`src/rtl/cmd_sequencer.sv`:
```
// cmd_sequencer: arbitrates SPI/LA command words and strobes them into the core with setup/pulse/hold timing.
// Define CMD_SEQ_FIXED_PRIORITY_EN for fixed SPI-first priority instead of round robin.
module cmd_sequencer #(
  parameter int SETUP_CYCLES   = 2,
  parameter int PULSE_CYCLES   = 4,
  parameter int HOLD_CYCLES    = 2,
  parameter int TIMEOUT_CYCLES = 4096,
  parameter int CNT_WIDTH      = 13
) (
  input  logic        clock,
  input  logic        reset_n,
  input  logic        spi_cmd_valid,
  input  logic [31:0] spi_cmd_data,
  output logic        spi_cmd_ready,
  input  logic        la_cmd_valid,
  input  logic [31:0] la_cmd_data,
  output logic        la_cmd_ready,
  output logic [31:0] cmd_data,
  output logic        latch_data,
  output logic        control_trigger,
  input  logic        update_cycle_complete,
  input  logic        timeout_clr,
  output logic        busy,
  output logic        timeout_err
);
  typedef enum logic [2:0] {IDLE, SETUP, STROBE, HOLD, WAIT_DONE} state_t;
  state_t state_q, state_d;
  logic [CNT_WIDTH-1:0] cnt_q, cnt_d;
  logic [31:0] cmd_q, cmd_d;
  logic latch_q, latch_d, trig_q, trig_d, err_q, err_d, uc_q;
  logic gnt_spi, cnt_zero, rise;
`ifdef CMD_SEQ_FIXED_PRIORITY_EN
  assign gnt_spi = spi_cmd_valid;
`else
  // last_q=1 means the LA source won the previous transfer
  logic last_q, last_d;
  assign gnt_spi = spi_cmd_valid & (!la_cmd_valid | last_q);
`endif
  assign spi_cmd_ready   = (state_q == IDLE) & gnt_spi;
  assign la_cmd_ready    = (state_q == IDLE) & la_cmd_valid & !gnt_spi;
  assign cnt_zero        = cnt_q == '0;
  assign rise            = update_cycle_complete & !uc_q;
  assign cmd_data        = cmd_q;
  assign latch_data      = latch_q;
  assign control_trigger = trig_q;
  assign busy            = state_q != IDLE;
  assign timeout_err     = err_q;
  always_comb begin
    state_d = state_q;
    cnt_d   = cnt_zero ? cnt_q : cnt_q - 1'b1;
    cmd_d   = cmd_q;
    err_d   = timeout_clr ? 1'b0 : err_q;
`ifndef CMD_SEQ_FIXED_PRIORITY_EN
    last_d  = last_q;
`endif
    case (state_q)
      IDLE: if (spi_cmd_ready | la_cmd_ready) begin
        state_d = SETUP;
        cnt_d   = CNT_WIDTH'(SETUP_CYCLES - 1);
        cmd_d   = spi_cmd_ready ? spi_cmd_data : la_cmd_data;
`ifndef CMD_SEQ_FIXED_PRIORITY_EN
        last_d  = la_cmd_ready;
`endif
      end
      SETUP: if (cnt_zero) begin
        state_d = STROBE;
        cnt_d   = CNT_WIDTH'(PULSE_CYCLES - 1);
      end
      STROBE: if (cnt_zero) begin
        state_d = HOLD;
        cnt_d   = CNT_WIDTH'(HOLD_CYCLES - 1);
      end
      HOLD: if (cnt_zero) begin
        state_d = cmd_q[31] ? WAIT_DONE : IDLE;
        cnt_d   = CNT_WIDTH'(TIMEOUT_CYCLES - 1);
      end
      WAIT_DONE: if (rise) begin
        state_d = IDLE;
      end else if (cnt_zero) begin
        state_d = IDLE;
        err_d   = 1'b1;
      end
      default: state_d = IDLE;
    endcase
    latch_d = (state_d == STROBE) & !cmd_d[31];
    trig_d  = (state_d == STROBE) & cmd_d[31];
  end
  always_ff @(posedge clock) begin
    if (!reset_n) begin
      state_q <= IDLE;
      cnt_q   <= '0;
      cmd_q   <= '0;
      latch_q <= 1'b0;
      trig_q  <= 1'b0;
      err_q   <= 1'b0;
      uc_q    <= 1'b0;
`ifndef CMD_SEQ_FIXED_PRIORITY_EN
      last_q  <= 1'b1;
`endif
    end else begin
      state_q <= state_d;
      cnt_q   <= cnt_d;
      cmd_q   <= cmd_d;
      latch_q <= latch_d;
      trig_q  <= trig_d;
      err_q   <= err_d;
      uc_q    <= update_cycle_complete;
`ifndef CMD_SEQ_FIXED_PRIORITY_EN
      last_q  <= last_d;
`endif
    end
  end
endmodule

```
`config.mk`:
```
export PLATFORM = sky130hd
export DESIGN_NAME = cmd_sequencer
export DESIGN_NICKNAME = d
export VERILOG_FILES = /design/src/rtl/cmd_sequencer.sv
export SDC_FILE = /design/constraint.sdc
export NUM_CORES = 1
export LEC_CHECK = 0
export CORE_MARGIN = 3
export CORE_UTILIZATION = 43
export DETAILED_ROUTE_END_ITERATION = 10
export GPL_TIMING_DRIVEN = 0
export PLACE_DENSITY = 0.9
export SLEW_MARGIN = 20
export SYNTH_ARGS = -nofsm -noshare
export SYNTH_HDL_FRONTEND = slang
export SYNTH_SLANG_ARGS = --single-unit
```
`constraint.sdc`:
```
create_clock -name clock -period 3 [get_ports clock]
set_input_delay 0.45 -clock clock [delete_from_list [all_inputs] [get_ports clock]]
set_output_delay 0.45 -clock clock [all_outputs]
set_load 0.01 [all_outputs]
```
==> metrics.sh, run 1 <==
ANTENNADIODECOUNT=0
AVGROUTEDWIREPERCELL_UM=16.2
DIE_X_UM=82.9
FLOW.AREA_GROWTH_FROM_SYNTHESIS_PCT=49.0
RELSLEWSLACK_PCT=47.5
ANTENNA_FOUND_INITIAL=0
POWER_LEAKAGE_nW=1.55
ROUTED-WL-MET2_UM=3850
REPORT.FINAL.SLEW_VIOL_COUNT=0
GRT_PASS1_VIAS=2668
NUMBER_OF_MAXIMUM_CAPACITANCE_VIOLATIONS=0
POWER.SWITCHING_mW=1.50
REGISTER_AREA_UM2=1060
CTS-BUFFERS-INSERTED=5
ROUTE.MET3.WL_UM=703
INITIAL_UTILIZATION_PCT=45.4
SYNTH.CELL_AREA_UM2=2540
DRT-VIAS-PER-INSTANCE=5.53
INTERNAL-POWER_mW=2.07
CLOCK-ROOT-BUFFER='sky130_fd_sc_hd__clkbuf_8'
MULTIINPUTGATEAREA_UM2=1370
TOTAL_POWER_mW=3.57
OVERFLOW=0
CRITICAL_PATH.CELL_CHAIN='clkdlybuf4s50_1 > o21ai_0 > or2_2 > buf_4 > inv_1 > clkdlybuf4s50_1'
RUN_STATUS='complete, no violations'
PLACEABLECOREAREA_UM2=5610
CRIT_PATH_START_KIND='input pin'
UNREPAIRED_SETUP_ENDPOINTS_AFTER_GLOBAL_ROUTING='false'
GP_CONGESTION=0.839
ASYNCSETRESETFLOPFRACSYNTH_PCT=0
LOGIC_GATE_SHARE_OF_TOTAL_POWER_PCT=57.5
POWER.CLOCK.FRACTION_PCT=11.2
GRT_MAX_DEGREE=17
CPLARGESTDELAYFAMILY='buffers and inverters'
GRT_USAGE_PCT=22.0
DETAILEDROUTE.FIRSTITERATIONVIOLATIONS=124
SYNTH.DISTINCT_CELLS=45
POST_SYNTH.CELL_AREA_AVG_UM2=9.22
SYNTH-SEQ-AREA-SHARE_PCT=41.7
SYNTH_WARNINGS=0
DETAILED_PLACE_HPWL_UM=5840
PWR_DENSITY_CELL_nW_PER_UM2=943
POST_DP_CELL_AREA_UM2=3710
FINAL_CORE_UTILIZATION_PCT=67.6
DIE_HEIGHT_UM=82.9
CTS.SINK_COUNT=53
POSTSYNTHCELLCOUNT=276
FINALCRITICALPERIOD_NS=2.82
CRIT_PATH_END_KIND='primary output'
CLK_LATENCY_NS=0.31
STD_CELL_ROWS=27
FIN_SKEW_NS=0.0117
CTS_BUFFER_DEPTH=2
FINAL_LAYOUT_SIZE_SUFFIX_GT1_SHARE_PCT=6.41
WL_MET1_UM=2700
WORSTPATHREQUIRED_NS=2.55
SYN_NETS=348
NETSWITCHINGFRACTION_PCT=42.0
POST-CTS-SETUP-BUFFERS=0
WORST-SETUP-PATH-TYPE='in -> out'
DR.PASS1.ITERS=4
CTS_MAX_LEVEL=2
NETS=461
DRC=0
MAXUSEDROUTINGLAYER='met4'
CRIT_PATH_TOP_DELAY_CELL='sky130_fd_sc_hd__clkdlybuf4s50_1'
SYNTH_ENABLE_FLOP_CELLS=0
DETAILROUTE.VIA_COUNT=2554
DESIGN.DIE.AREA_UM2=6880
NUM-FILL-CELLS=443
ARRIVAL_NS=2.37
CTS_STAGE_HOLD_BUFFER_COUNT=0
SETUP-VIOLATIONS-FINAL=0
TIMING_WORST_SLEW_PIN_VALUE_NS=0.781
CRIT_PATH_MAX_FANOUT=10
HOLDCRITPATHCLASS='reg -> reg'
WORST_PATH_MOST_REPEATED_CELL='sky130_fd_sc_hd__clkdlybuf4s50_1'
POWER.SEQUENTIAL.FRACTION_PCT=31.3
MAX-VDD-IR-DROP_mV=0.521
FINALCRITPERIODSHARE_PCT=94.1
IOPINCOUNT=108
FINAL_ANTENNA_NET_COUNT=0
ROUTE.FINAL.WIRE_LENGTH_UM=7470
FMAXACHIEVABLE_GHz=0.354
YOSYS_MOST_USED_DFF='sky130_fd_sc_hd__dfxtp_1'
FIN_AREA_UM2=3790
POST_CTS.RESIZED_INSTANCES=1
PATH_CLK_SLEW_NS=0.09
YS_SEQ_ELEMENTS=53
CTS_TREE='built'
CP_NUM_BUF_INV=4
CRITICAL_PATH.MAX_STAGE_DELAY_NS=0.56
FINAL-HOLD-VIOLATION-COUNT=0
NUMBER_OF_BUFFER_CELLS_ADDED_ON_PRIMARY_PORTS=107
GRT_PASS1_WL_UM=12500
## cells in the final DEF, fill, tap and decap left out, types with 2 or more instances in the layout
master                            count
sky130_fd_sc_hd__a2111oi_2            3
sky130_fd_sc_hd__a211oi_1            36
sky130_fd_sc_hd__a21oi_1              9
sky130_fd_sc_hd__and2_1               2
sky130_fd_sc_hd__and3_1               2
sky130_fd_sc_hd__buf_2                2
sky130_fd_sc_hd__clkbuf_1            12
sky130_fd_sc_hd__clkbuf_8             5
sky130_fd_sc_hd__clkdlybuf4s50_1    107
sky130_fd_sc_hd__clkinv_2             2
sky130_fd_sc_hd__dfxtp_1             53
sky130_fd_sc_hd__ha_1                 2
sky130_fd_sc_hd__inv_1                9
sky130_fd_sc_hd__mux2i_1             33
sky130_fd_sc_hd__nand2_1              5
sky130_fd_sc_hd__nand2b_1             4
sky130_fd_sc_hd__nand3_1              4
sky130_fd_sc_hd__nand4_1              2
sky130_fd_sc_hd__nor2_1              45
sky130_fd_sc_hd__nor3_1               8
sky130_fd_sc_hd__nor3b_1              2
sky130_fd_sc_hd__nor4_1               2
sky130_fd_sc_hd__nor4_4               2
sky130_fd_sc_hd__nor4b_1              2
sky130_fd_sc_hd__o21ai_0              6
sky130_fd_sc_hd__o31ai_1              3
sky130_fd_sc_hd__or2_2                2
sky130_fd_sc_hd__or3_1                4
## worst register-to-register path: cells and delay by family, from the launching register on
family	cells	cell delay [ns]
buffers and inverters	2	0.28
flip-flops	1	0.37
AND/OR/NAND/NOR	5	1.23
adder cells (fa/ha/maj)	1	0.26
AO/OA/AOI/OAI	2	0.17
## logic make-up after synthesis
| kind of cell | synth area share, % |
|---|---|
| simple gates | 19.9 |
| buf+inv | 4.57 |
| xor+xnor | 0.344 |
| compound gates | 19.5 |
| flops | 41.7 |
| mux | 13.0 |
| fa+ha+maj | 0.983 |
## metrics by stage
step	instances	hold WS, ns	TNS (ns)	setup slack [ns]
finish	462	0.501	0	0.178
global route	462	0.534	0	0.0682
CTS	462	0.506	0	0.189
detailed placement	455	0.490	-0.0837	-0.0837
global placement	455	0.468	-0.0695	-0.0695
floorplan	276	0.471	0	0.918
## per-layer routing
layer	GRT usage, %	up-vias
li1	-	1231
met3	9.52	20
met2	39.9	91
met5	0	-
met1	21.6	1212
met4	9.51	0
## cells in the mapped netlist, types with 2 or more instances
library cell	n	area, um^2
sky130_fd_sc_hd__and2_1	2	12.5
sky130_fd_sc_hd__nand4_1	2	12.5
sky130_fd_sc_hd__nand3_1	4	20.0
sky130_fd_sc_hd__dfxtp_1	53	1060
sky130_fd_sc_hd__ha_1	2	25.0
sky130_fd_sc_hd__a2111oi_2	3	45.0
sky130_fd_sc_hd__buf_2	3	15.0
sky130_fd_sc_hd__nand2_1	5	18.8
sky130_fd_sc_hd__nor4_1	2	12.5
sky130_fd_sc_hd__o21ai_0	6	30.0
sky130_fd_sc_hd__or3_1	4	25.0
sky130_fd_sc_hd__nand2b_1	4	25.0
sky130_fd_sc_hd__clkbuf_1	13	48.8
sky130_fd_sc_hd__or2_2	2	12.5
sky130_fd_sc_hd__a211oi_1	36	270
sky130_fd_sc_hd__nor3b_1	2	15.0
sky130_fd_sc_hd__nor3_1	8	40.0
sky130_fd_sc_hd__and3_1	2	12.5
sky130_fd_sc_hd__a21oi_1	9	45.0
sky130_fd_sc_hd__nor2_1	45	169
sky130_fd_sc_hd__nor4b_1	2	17.5
sky130_fd_sc_hd__inv_1	9	33.8
sky130_fd_sc_hd__nor4_4	2	42.5
sky130_fd_sc_hd__o31ai_1	3	22.5
sky130_fd_sc_hd__mux2i_1	33	330
## power groups by stage
stage	logic (mW)	registers [mW]	clock network (mW)
floorplan	1.18	1.19	0
global placement	1.98	1.11	0
detailed placement	2.05	1.13	0
CTS	2.07	1.12	0.405
global route	2.25	1.14	0.435
finish	2.06	1.12	0.399
## worst paths after layout
check	from	end	slack, ns	cells after the start
max	spi_cmd_valid	spi_cmd_ready	0.18	6
min	cmd_data[20]	cmd_data[20]	0.50	2
max reg2reg	cnt_q[5]	cnt_q[0]	0.58	10
min reg2reg	cmd_data[20]	cmd_data[20]	0.50	2
## state kept, by name (all words and copies together), names as in the netlist
| name | flops |
|---|---|
| cmd_data | 32 |
| uc_q | 1 |
| last_q | 1 |
| control_trigger | 1 |
| state_q | 3 |
| latch_data | 1 |
| cnt_q | 13 |
| timeout_err | 1 |
## layout make-up
cell class	instances	share of cell area, %
flip-flops and latches	53	28.0
repair buffers	107	28.3
well taps	72	2.38
clock inverters	3	0.462
clock buffers	5	1.82
inverters	10	0.990
plain buffers	17	2.05
multi-input cells	195	36.1
Note: power is estimated with default switching activity, not from simulation.
==> inputs of run 2 (changes only) <==
--- a/config.mk
+++ b/config.mk
@@ -7,9 +7,10 @@
 export LEC_CHECK = 0
 export CORE_MARGIN = 3
 export CORE_UTILIZATION = 43
+export CTS_CLUSTER_SIZE = 8
 export DETAILED_ROUTE_END_ITERATION = 10
 export GPL_TIMING_DRIVEN = 0
-export PLACE_DENSITY = 0.9
+export PLACE_DENSITY_LB_ADDON = 0.25
 export SLEW_MARGIN = 20
 export SYNTH_ARGS = -nofsm -noshare
 export SYNTH_HDL_FRONTEND = slang
==> run 2 against run 1 <==
  * Largest power group unchanged
  * Sequential share of layout area unchanged
  * Critical path depth stayed put
  * Register-to-register slack lost 0.04 ns
  * Clock skew is 0.0026 ns lower
  * Critical endpoint unchanged
==> metrics.sh, run 2 (synthesis results as in run 1) <==
RUN_STATUS='complete, no violations'
OVERFLOW=0  # unchanged
CRITICAL_PATH.MAX_STAGE_DELAY_NS=0.54  # -0.02 ns
LARGEST_REGISTER_FFS=32  # unchanged
TIMING.RR.START='cnt_q[5]'
IOPINCOUNT=108  # unchanged
HOLDPATHSTAGES=2  # unchanged
CRIT_PATH_TOP_DELAY_CELL='sky130_fd_sc_hd__clkdlybuf4s50_1'
CRITICAL_PATH.CELL_CHAIN='clkdlybuf4s50_1 > o21ai_0 > or2_2 > buf_4 > inv_1 > clkdlybuf4s50_1'
DETAILED_PLACE_HPWL_UM=5410  # -7.3%
SETUP-VIOLATIONS-FINAL=0  # unchanged
FIN_AREA_UM2=3790  # unchanged
DIE_X_UM=82.9  # unchanged
HOLDCRITPATHCLASS='reg -> reg'
CTS.SINK_COUNT=53  # unchanged
AVGROUTEDWIREPERCELL_UM=15.1  # -6.4%
WORSTPATHREQUIRED_NS=2.55  # about the same
CTS_TREE='built'
STD_CELL_ROWS=27  # unchanged
MULTIINPUTGATEAREA_UM2=1370  # unchanged
PATH_CLK_SLEW_NS=0.08  # about the same
GP_CONGESTION=0.793  # -5.5%
NUMBER_OF_MAXIMUM_CAPACITANCE_VIOLATIONS=0  # unchanged
REPORT.FINAL.SLEW_VIOL_COUNT=0  # unchanged
CRIT_PATH_MAX_FANOUT=10  # unchanged
WORST_PATH_MOST_REPEATED_CELL='sky130_fd_sc_hd__clkdlybuf4s50_1'
UNREPAIRED_SETUP_ENDPOINTS_AFTER_GLOBAL_ROUTING='false'
FMAXACHIEVABLE_GHz=0.354  # -0.12%
DETAILEDROUTE.FIRSTITERATIONVIOLATIONS=88  # -29%
DRC=0  # unchanged
GRT_MAX_DEGREE=15  # -2
TIMING_WORST_SLEW_PIN_VALUE_NS=0.703  # -0.0777 ns
CRIT_PATH_END_KIND='primary output'
POWER_LEAKAGE_nW=1.55  # about the same
NUMBER_OF_BUFFER_CELLS_ADDED_ON_PRIMARY_PORTS=107  # unchanged
FINAL-HOLD-VIOLATION-COUNT=0  # unchanged
FINAL_CORE_UTILIZATION_PCT=67.6  # unchanged
CLOCK-ROOT-BUFFER='sky130_fd_sc_hd__clkbuf_8'
CLK_LATENCY_NS=0.30  # about the same
FIN_SKEW_NS=0.00903  # -0.00264 ns
MIN-DELAY-START='cmd_data[9]'
SETUP_TOTAL_NEGATIVE_SLACK_NS=0  # unchanged
ARRIVAL_NS=2.38  # about the same
GRT_USAGE_PCT=21.0  # -0.96 points
DIE_HEIGHT_UM=82.9  # unchanged
GRT_PASS1_WL_UM=12000  # -3.7%
ROUTE.FINAL.WIRE_LENGTH_UM=6980  # -6.6%
NETS=461  # unchanged
MIN_DELAY_WORST_ENDPOINT='cmd_data[9]'
INITIAL_UTILIZATION_PCT=45.4  # unchanged
GRT_PASS1_VIAS=2530  # -5.2%
MAX-VDD-IR-DROP_mV=0.486  # -6.7%
PWR_DENSITY_CELL_nW_PER_UM2=937  # -0.61%
FINAL.HOLD.WORST_SLACK_NS=0.500  # -0.00106 ns
DR.PASS1.ITERS=4  # unchanged
CTS-BUFFERS-INSERTED=5  # unchanged
RELSLEWSLACK_PCT=52.8  # +5.2 points
CRIT_PATH_START_KIND='input pin'
FINAL_ANTENNA_NET_COUNT=0  # unchanged
WORST-R2R-SETUP-SLACK_NS=0.54  # -0.04 ns
ANTENNA_FOUND_INITIAL=0  # unchanged
ANTENNADIODECOUNT=0  # unchanged
FLOW.AREA_GROWTH_FROM_SYNTHESIS_PCT=49.0  # unchanged
MOST_COMMON_LIBRARY_CELL_IN_THE_LAYOUT_IGNORING_FILL_AND_TAPS='sky130_fd_sc_hd__clkdlybuf4s50_1'
DETAILROUTE.VIA_COUNT=2427  # -5.0%
R2R_END='cnt_q[0]'
WORST-R2R-CELL-COUNT=10  # unchanged
CTS_STAGE_HOLD_BUFFER_COUNT=0  # unchanged
CTS_BUFFER_DEPTH=2  # unchanged
REGISTER_AREA_UM2=1060  # unchanged
NUM-FILL-CELLS=473  # +6.8%
MOST-COMMON-LAYOUT-CELLS='107 x sky130_fd_sc_hd__clkdlybuf4s50_1, 53 x sky130_fd_sc_hd__dfxtp_1, 45 x sky130_fd_sc_hd__nor2_1, 36 x sky130_fd_sc_hd__a211oi_1, 33 x sky130_fd_sc_hd__mux2i_1'
FINALCRITICALPERIOD_NS=2.83  # +0.00337 ns
DRT-VIAS-PER-INSTANCE=5.26  # -4.8%
CTS_MAX_LEVEL=2  # unchanged
POST_DP_CELL_AREA_UM2=3710  # unchanged
PLACEABLECOREAREA_UM2=5610  # unchanged
POST-CTS-SETUP-BUFFERS=0  # unchanged
FINAL_LAYOUT_SIZE_SUFFIX_GT1_SHARE_PCT=5.91  # -0.50 points
FINALCRITPERIODSHARE_PCT=94.2  # +0.11 points
DESIGN.DIE.AREA_UM2=6880  # unchanged
WORST-SETUP-PATH-TYPE='in -> out'
[run 2: cell count changes in the layout (fill, tap and decap cells not counted), sizes merged]
cell	before	now
clkbuf	17	19
clkinv	2	0
clkinvlp	1	0
[run 2: through the flow]
step           setup slack, ns  cells  total power [mW]
6_report                 0.174    461              3.55
5_1_grt                 0.0299    461              3.85
4_1_cts                  0.159    461              3.58
3_5_place_dp            -0.150    455              3.17
3_3_place_gp            -0.119    455              3.11
2_1_floorplan            0.918    276              2.37
[run 2: worst max-delay path by stage]
| stage | start | to |
|---|---|---|
| CTS | spi_cmd_valid | spi_cmd_ready |
| floorplan | cnt_q[5] | cnt_q[0] |
| detailed placement | la_cmd_valid | spi_cmd_ready |
| global placement | la_cmd_valid | spi_cmd_ready |
| finish | spi_cmd_valid | spi_cmd_ready |
| global route | state_q[1] | spi_cmd_ready |
[run 2: final cells by class]
class / instances / share of cell area (%)
sequential: 53 / 28.0
buffer: 17 / 2.05
tap: 72 / 2.38
timing repair buffer: 107 / 28.3
inverter: 10 / 0.990
clock buffer: 7 / 2.28
multi-input combinational: 195 / 36.1
[run 2: power breakdown]
group | total, mW | internal (mW) | switching (mW) | leakage (nW)
clock network | 0.399 | 0.184 | 0.216 | 0.0443
registers | 1.11 | 0.943 | 0.168 | 0.438
logic | 2.04 | 0.968 | 1.07 | 1.07
[run 2: timing repair]
item	in CTS	in global routing
gates resized for setup	1	0
setup endpoints to repair	1	0
hold endpoints to repair	0	0
[run 2: per-layer routing]
layer | GRT usage (%) | part of all wire, %
met5 | 0 | 0
met4 | 4.75 | 0.33
met3 | 7.84 | 8.4
met2 | 37.0 | 51
met1 | 24.1 | 41
[run 2: worst max-delay path, delay by kind of cell]
| family | cells | cell delay [ns] |
|---|---|---|
| AOI/OAI and AO/OA | 1 | 0.16 |
| buffers and inverters | 4 | 1.36 |
| and+or+nand+nor | 1 | 0.39 |
==> inputs of run 3 (changes only) <==
--- a/config.mk
+++ b/config.mk
@@ -9,6 +9,7 @@
 export CORE_UTILIZATION = 43
 export CTS_CLUSTER_SIZE = 8
 export DETAILED_ROUTE_END_ITERATION = 10
+export GPL_ROUTABILITY_DRIVEN = 0
 export GPL_TIMING_DRIVEN = 0
 export PLACE_DENSITY_LB_ADDON = 0.25
 export SLEW_MARGIN = 20
==> results of run 3 <==
Final layout, timing and power as in run 2 (identical DEF).
